[config.mk]
export PLATFORM = sky130hd
export DESIGN_NAME = fetch_group_issuer
export DESIGN_NICKNAME = d
export VERILOG_FILES = /design/src/rtl/fetch_group_issuer.sv
export SDC_FILE = /design/constraint.sdc
export NUM_CORES = 1
export LEC_CHECK = 0
export CAP_MARGIN = 30
export CORE_ASPECT_RATIO = 1.2
export CORE_MARGIN = 3
export CORE_UTILIZATION = 41
export DETAILED_ROUTE_END_ITERATION = 10
export GPL_ROUTABILITY_DRIVEN = 0
export GPL_TIMING_DRIVEN = 0
export PLACE_DENSITY = 0.63
export SLEW_MARGIN = 20
export SYNTH_ARGS = -nofsm -noshare
export SYNTH_HDL_FRONTEND = slang
export SYNTH_SLANG_ARGS = --single-unit
[constraint.sdc]
create_clock -name clk -period 8.4 [get_ports clk]
set_clock_uncertainty 0.05 [all_clocks]
set_input_delay 1.26 -clock clk [delete_from_list [all_inputs] [get_ports clk]]
set_output_delay 1.26 -clock clk [all_outputs]
set_load 0.03 [all_outputs]
[src/rtl/fetch_group_issuer.sv]
`default_nettype none
// ============================================================================
// Module   : fetch_group_issuer
// Purpose  : Fetches 3-word instruction groups, pre-decodes branch/JAL
//            immediates, applies static prediction and hands the group to
//            the instruction buffer. Optional macro: STATIC_BTFN_PREDICT_EN
//            (backward conditional branches predicted taken).
// Revision : 1.0 - initial release
// ============================================================================
module fetch_group_issuer #(
   parameter int                    DATA_WIDTH = 32,
   parameter logic [DATA_WIDTH-1:0] RESET_PC   = '0
) (
   input  logic                      clk,
   input  logic                      reset,
   output logic                      imem_req_valid_o,
   input  logic                      imem_req_ready_i,
   output logic [DATA_WIDTH-1:0]     imem_req_addr_o,
   input  logic                      imem_resp_valid_i,
   input  logic [3*DATA_WIDTH-1:0]   imem_resp_data_i,
   output logic [2:0]                fetch_valid_o,
   output logic [DATA_WIDTH-1:0]     instruction_o_0,
   output logic [DATA_WIDTH-1:0]     instruction_o_1,
   output logic [DATA_WIDTH-1:0]     instruction_o_2,
   output logic [DATA_WIDTH-1:0]     pc_o_0,
   output logic [DATA_WIDTH-1:0]     pc_o_1,
   output logic [DATA_WIDTH-1:0]     pc_o_2,
   output logic [DATA_WIDTH-1:0]     imm_o_0,
   output logic [DATA_WIDTH-1:0]     imm_o_1,
   output logic [DATA_WIDTH-1:0]     imm_o_2,
   output logic                      branch_prediction_o_0,
   output logic                      branch_prediction_o_1,
   output logic                      branch_prediction_o_2,
   input  logic                      fetch_ready_i,
   input  logic                      flush_i,
   input  logic [DATA_WIDTH-1:0]     redirect_pc_i
);

   localparam int              c_W     = DATA_WIDTH;
   localparam logic [c_W-1:0]  c_ALIGN = {{(c_W-2){1'b1}}, 2'b00};
   localparam logic [c_W-1:0]  c_GROUP = c_W'(12);
`ifdef STATIC_BTFN_PREDICT_EN
   localparam logic            c_BTFN  = 1'b1;
`else
   localparam logic            c_BTFN  = 1'b0;
`endif

   typedef enum logic [1:0] {
      S_REQ  = 2'd0,
      S_WAIT = 2'd1,
      S_HOLD = 2'd2,
      S_DROP = 2'd3
   } state_t;

   state_t          r_state;
   logic [c_W-1:0]  r_pc;
   logic [c_W-1:0]  r_next_pc;
   logic [2:0]      r_valid;
   logic [2:0]      r_pred;
   logic [c_W-1:0]  r_instr [3];
   logic [c_W-1:0]  r_slot_pc [3];
   logic [c_W-1:0]  r_imm [3];

   logic [c_W-1:0]  w_word [3];
   logic [c_W-1:0]  w_imm [3];
   logic [c_W-1:0]  w_pc [3];
   logic [2:0]      w_taken;
   logic [2:0]      w_grp_valid;
   logic [c_W-1:0]  w_next_pc;

   // Per-slot pre-decode of the returning group
   for (genvar k = 0; k < 3; k++) begin : g_slot
      logic w_is_br;
      logic w_is_jal;
      assign w_word[k]  = imem_resp_data_i[k*c_W +: c_W];
      assign w_is_br    = (w_word[k][6:0] == 7'b1100011);
      assign w_is_jal   = (w_word[k][6:0] == 7'b1101111);
      assign w_pc[k]    = r_pc + c_W'(4*k);
      assign w_imm[k]   = w_is_br  ? {{(c_W-12){w_word[k][31]}}, w_word[k][7],
                                      w_word[k][30:25], w_word[k][11:8], 1'b0} :
                          w_is_jal ? {{(c_W-20){w_word[k][31]}}, w_word[k][19:12],
                                      w_word[k][20], w_word[k][30:21], 1'b0} :
                                     '0;
      assign w_taken[k] = w_is_jal | (c_BTFN & w_is_br & w_imm[k][c_W-1]);
   end

   // The first predicted-taken slot ends the group and supplies the target
   always_comb begin
      w_grp_valid = 3'b111;
      w_next_pc   = r_pc + c_GROUP;
      if (w_taken[0]) begin
         w_grp_valid = 3'b001;
         w_next_pc   = w_pc[0] + w_imm[0];
      end else if (w_taken[1]) begin
         w_grp_valid = 3'b011;
         w_next_pc   = w_pc[1] + w_imm[1];
      end else if (w_taken[2]) begin
         w_next_pc   = w_pc[2] + w_imm[2];
      end
   end

   always_ff @(posedge clk or negedge reset) begin
      if (!reset) begin
         r_state   <= S_REQ;
         r_pc      <= RESET_PC & c_ALIGN;
         r_next_pc <= '0;
         r_valid   <= '0;
         r_pred    <= '0;
         for (int k = 0; k < 3; k++) begin
            r_instr[k]   <= '0;
            r_slot_pc[k] <= '0;
            r_imm[k]     <= '0;
         end
      end else if (flush_i) begin
         r_pc    <= redirect_pc_i & c_ALIGN;
         r_valid <= '0;
         // A request already handed to memory must have its response drained
         unique case (r_state)
            S_REQ:   r_state <= imem_req_ready_i  ? S_DROP : S_REQ;
            S_WAIT:  r_state <= imem_resp_valid_i ? S_REQ  : S_DROP;
            S_DROP:  r_state <= imem_resp_valid_i ? S_REQ  : S_DROP;
            default: r_state <= S_REQ;
         endcase
      end else begin
         unique case (r_state)
            S_REQ: begin
               if (imem_req_ready_i) r_state <= S_WAIT;
            end
            S_WAIT: begin
               if (imem_resp_valid_i) begin
                  r_state   <= S_HOLD;
                  r_valid   <= w_grp_valid;
                  r_pred    <= w_taken & w_grp_valid;
                  r_next_pc <= w_next_pc;
                  for (int k = 0; k < 3; k++) begin
                     r_instr[k]   <= w_word[k];
                     r_slot_pc[k] <= w_pc[k];
                     r_imm[k]     <= w_imm[k];
                  end
               end
            end
            S_HOLD: begin
               if (fetch_ready_i) begin
                  r_state <= S_REQ;
                  r_valid <= '0;
                  r_pc    <= r_next_pc & c_ALIGN;
               end
            end
            default: begin
               if (imem_resp_valid_i) r_state <= S_REQ;
            end
         endcase
      end
   end

   assign imem_req_valid_o      = (r_state == S_REQ) & reset & ~flush_i;
   assign imem_req_addr_o       = r_pc;
   assign fetch_valid_o         = r_valid;
   assign instruction_o_0       = r_instr[0];
   assign instruction_o_1       = r_instr[1];
   assign instruction_o_2       = r_instr[2];
   assign pc_o_0                = r_slot_pc[0];
   assign pc_o_1                = r_slot_pc[1];
   assign pc_o_2                = r_slot_pc[2];
   assign imm_o_0               = r_imm[0];
   assign imm_o_1               = r_imm[1];
   assign imm_o_2               = r_imm[2];
   assign branch_prediction_o_0 = r_pred[0];
   assign branch_prediction_o_1 = r_pred[1];
   assign branch_prediction_o_2 = r_pred[2];

endmodule
`default_nettype wire

-- Word-level counts from Yosys, hierarchy flattened
Index checks and enable logic that the tools add are counted.
- add/sub/neg operators: 6
- eq/ne operators: 12
- muxes and demuxes: 27
- bitwise operators: 4
- reductions and logical operators: 10
- operators with widths (kind ; count):
    2-to-1 mux 32 bit ; 12
    adder 32 bit ; 3
    adder 32 x 4 -> 32 bit, second input constant ; 2
    == test 7 bit, second input constant ; 6
    adder 32 x 3 -> 32 bit, second input constant ; 1
    2-to-1 mux 3 bit ; 5
    2-to-1 mux 2 bit ; 7
    inequality test 3 bit, second input constant ; 3
    one-hot mux 2 bit (3 select lines) ; 1
    one-hot mux 3 bit (2 select lines) ; 1
    AND reduction 3 bit ; 2
    == test 2 bit, second input constant ; 2
    one-hot mux 2 bit (2 select lines) ; 1
    AND reduction 4 bit ; 1
    nonzero test 2 bit ; 2
    nonzero test 4 bit ; 1
    AND 3 bit ; 1
    nonzero test 3 bit ; 1
    AND 1 bit ; 2
    == test 2 x 1 -> 1 bit, second input constant ; 1
    logical NOT 2 bit ; 1
    AND reduction 2 bit ; 1
    OR reduction 2 bit ; 1
    NOT 1 bit ; 1
- register bits: 360
- output and inout bits: 327

-- Logic depth before layout (Yosys ltp)
- depth in word-level cells: 7
- depth in mapped cells: 19

-- Worst setup path before layout
Ideal clock, no wire load.
- path kind: input port to flip-flop
- start: input port imem_resp_data_i[33]
- end: register r_next_pc[29]
- setup time: 0.133 ns
- arrival time: 4.793 ns
- setup slack: 3.425 ns
- stages on the path: 15
- cell sequence: nand4_1 -> nor4_1 -> nor2_1 -> nor2b_1 -> ha_1 -> nand4_1 -> a21oi_1 -> a211o_1 -> a2111oi_0 -> o31ai_1 -> nand4_1 -> nand4b_1 -> a21oi_1 -> xor2_1 -> o211ai_1
- RTL lines (item ; line ; RTL):
    from (decl) ; 20 ; input logic [3*DATA_WIDTH-1:0] imem_resp_data_i,
    to (signal assigned) ; 134 ; r_next_pc <= w_next_pc;
    to (decl) ; 57 ; logic [c_W-1:0] r_next_pc;

==> impl_metrics.env <==
export IMPL_status="completed"
export IMPL_ios=461
export IMPL_final_cell_mix="756 x nand2_1, 443 x clkdlybuf4s50_1, 313 x dfrtp_1, 121 x o21ai_0, 117 x nor2_1"
export IMPL_cts_buffers=36
export IMPL_antenna_cells=0
export IMPL_port_buffer_count=444
export IMPL_setup_viol=0
export IMPL_grt_first_pass_wirelength_mm=125
export IMPL_worst_ir_drop_vdd_mv=0.208
export IMPL_h_tree_depth=2
export IMPL_cts_hold_buf=0
export IMPL_core_um2=48300
export IMPL_grt_pass1_vias=19824
export IMPL_endpoint_kind="register"
export IMPL_arrival_ns=7.17
export IMPL_synth_cells=2456
export IMPL_hold_viol=0
export IMPL_setup_worst_path_start_class="input port"
export IMPL_overflow=0
export IMPL_cts_resized=0
export IMPL_antenna_found_initial=1
export IMPL_drv_cap=0
export IMPL_fin_nets=3178
export IMPL_p_leak_uw=0.0126
export IMPL_cts_root_buf="clkbuf_16"
export IMPL_grt_max_degree=98
export IMPL_tns_ns=0
export IMPL_hold_ws_ns=0.419
export IMPL_synth_seq_area_share_pct=38.8
export IMPL_synth_async_sr_flop_share_pct=100
export IMPL_hpwlAfterDp_mm=67.1
export IMPL_cts_sinks=313
export IMPL_power_total_uw=8540
export IMPL_track_usage_pct=31.4
export IMPL_drc_errors=0
export IMPL_fmax_mhz=147
export IMPL_period_share_pct=80.9
export IMPL_drtIter0Drc=2089
export IMPL_drive_above_1_share_pct=7.85
export IMPL_crit_type="in2reg"
export IMPL_synth_seq_cells=313
export IMPL_critical_path_required_ns=8.77
export IMPL_rsz0062_at_grt="false"
export IMPL_clk_latency_ns=0.56
export IMPL_ys_types=95
export IMPL_final_common_cell="nand2_1"
export IMPL_vias=20349
export IMPL_synth_edf_count=0
export IMPL_post_cts_buffers=0
export IMPL_post_drt_wl_per_cell_um=23.5
export IMPL_avgSynthCellArea_um2=8.21
export IMPL_synth_flop_cell="dfrtp_1"
export IMPL_dr_pass1_iters=9
export IMPL_areaGrowthSynthToFinish_pct=32.7
export IMPL_clk_pin_slew_ns=0.06
export IMPL_core_rowCount=88
export IMPL_initial_utilization_pct=41.7
export IMPL_hp_class="reg2reg"
export IMPL_die_area_um2=51900
export IMPL_final_max_slew_viol_count=0
export IMPL_netlist_area_um2=20200
export IMPL_yosys_warnings=0
export IMPL_cts_tree="built"
export IMPL_drtAntennaViolNets=0
export IMPL_fillers=4492
export IMPL_vias_per_cell=5.64
export IMPL_final_util_pct=55.4
export IMPL_cts_buffer_depth=3
export IMPL_worstMarginPinSlew_ns=1.02
export IMPL_max_slew_margin_rel_pct=32.0
export IMPL_path_max_fanout=10
export IMPL_powerDensity_nw_per_um2=319
export IMPL_wirelength_mm=84.9
export IMPL_die_y_um=249
export IMPL_die_x_um=208
export IMPL_period_needed_ns=6.79
==> metal layers <==
layer / global-route usage (%) / wire (um)
met5: 0 / 0
met4: 13.0 / 4020
met3: 6.12 / 7380
met2: 53.1 / 40300
met1: 39.4 / 33200
==> sequential cells by signal, indices dropped and copies added, names as in the netlist, 29 cells and up <==
name	cells
instruction_o_0	32
imem_req_addr_o	30
r_next_pc	30
pc_o_0	30
instruction_o_2	32
pc_o_2	29
instruction_o_1	32
pc_o_1	30
==> layout make-up <==
type / instances / area (um2) / area share, %
Multi-Input combinational cell: 1901 / 11100 / 41.5
Sequential cell: 313 / 7830 / 29.3
Timing Repair Buffer: 452 / 4570 / 17.1
Buffer: 215 / 1150 / 4.30
Clock buffer: 50 / 1050 / 3.94
Tap cell: 630 / 788 / 2.94
Inverter: 37 / 139 / 0.519
Clock inverter: 13 / 133 / 0.495
==> kinds of logic (layout without fill, tap and decap cells) <==
family / count (synthesis) / count (layout) / share of synthesized area [%]
AO/OA/AOI/OAI: 472 / 472 / 15.3
AND/OR/NAND/NOR: 1103 / 1103 / 23.3
adder cells (fa/ha/maj): 95 / 95 / 5.92
buffers and inverters: 252 / 767 / 6.38
other: 1 / 11 / 0.0186
flip-flops: 313 / 313 / 38.8
XOR/XNOR: 156 / 156 / 6.81
multiplexers: 64 / 64 / 3.35
==> synthesized netlist by cell type (27+ instances only) <==
cell type  count  area (um2)
dfrtp_1      313        7830
nand2_1      756        2840
inv_1         36         135
mux2i_1       36         360
mux2_2        27         304
a21o_1        54         405
o21ai_0      121         606
ha_1          85        1060
clkbuf_1     108         405
xnor2_1      104         911
buf_4         84         631
nor2_1       117         439
nor3_1        31         155
xor2_1        51         447
nand3_1       54         270
a21oi_1      108         541
==> metrics by stage <==
| stage | instances | worst slack (ns) | cell area [um2] |
|---|---|---|---|
| floorplan | 2466 | 3.42 | 20200 |
| detailed placement | 3548 | 1.34 | 25600 |
| global route | 3611 | 1.52 | 26800 |
| CTS | 3611 | 1.88 | 26800 |
| finish | 3611 | 1.61 | 26800 |
| global placement | 3540 | -7.98 | 25400 |
==> worst max-delay path, stage by stage <==
cell             delay, ns
clkdlybuf4s50_1       0.51
nand4_1               0.14
nor2_1                0.16
and3_1                0.17
clkbuf_1              0.56
clkbuf_1              0.82
a22oi_1               0.52
inv_1                 0.16
ha_1                  0.24
a21o_1                0.22
a221oi_2              0.38
o221ai_1              0.32
a2111oi_0             0.66
o31ai_1               0.28
nand4_1               0.16
nand4b_1              0.10
a21oi_1               0.20
xor2_1                0.17
o211ai_1              0.10
==> worst paths after layout <==
kind,end,cells after the start,startpoint,slack (ns)
setup / recovery,r_next_pc[29],19,imem_resp_data_i[32],1.61
hold / removal,pc_o_1[23],2,pc_o_1[23],0.42
max in group asynchronous,instruction_o_2[11],2,reset,6.85
min in group asynchronous,imm_o_1[18],1,reset,0.60
setup reg to reg,r_next_pc[29],17,imem_req_addr_o[3],2.95
hold reg to reg,pc_o_1[23],2,pc_o_1[23],0.42
==> power breakdown <==
| part | internal (uW) | switching, uW | leakage (uW) |
|---|---|---|---|
| combinational | 1680 | 2760 | 0.00797 |
| clock | 939 | 667 | 0.000591 |
| sequential | 2080 | 409 | 0.00402 |
No activity file was read; power rests on OpenSTA's default activity.
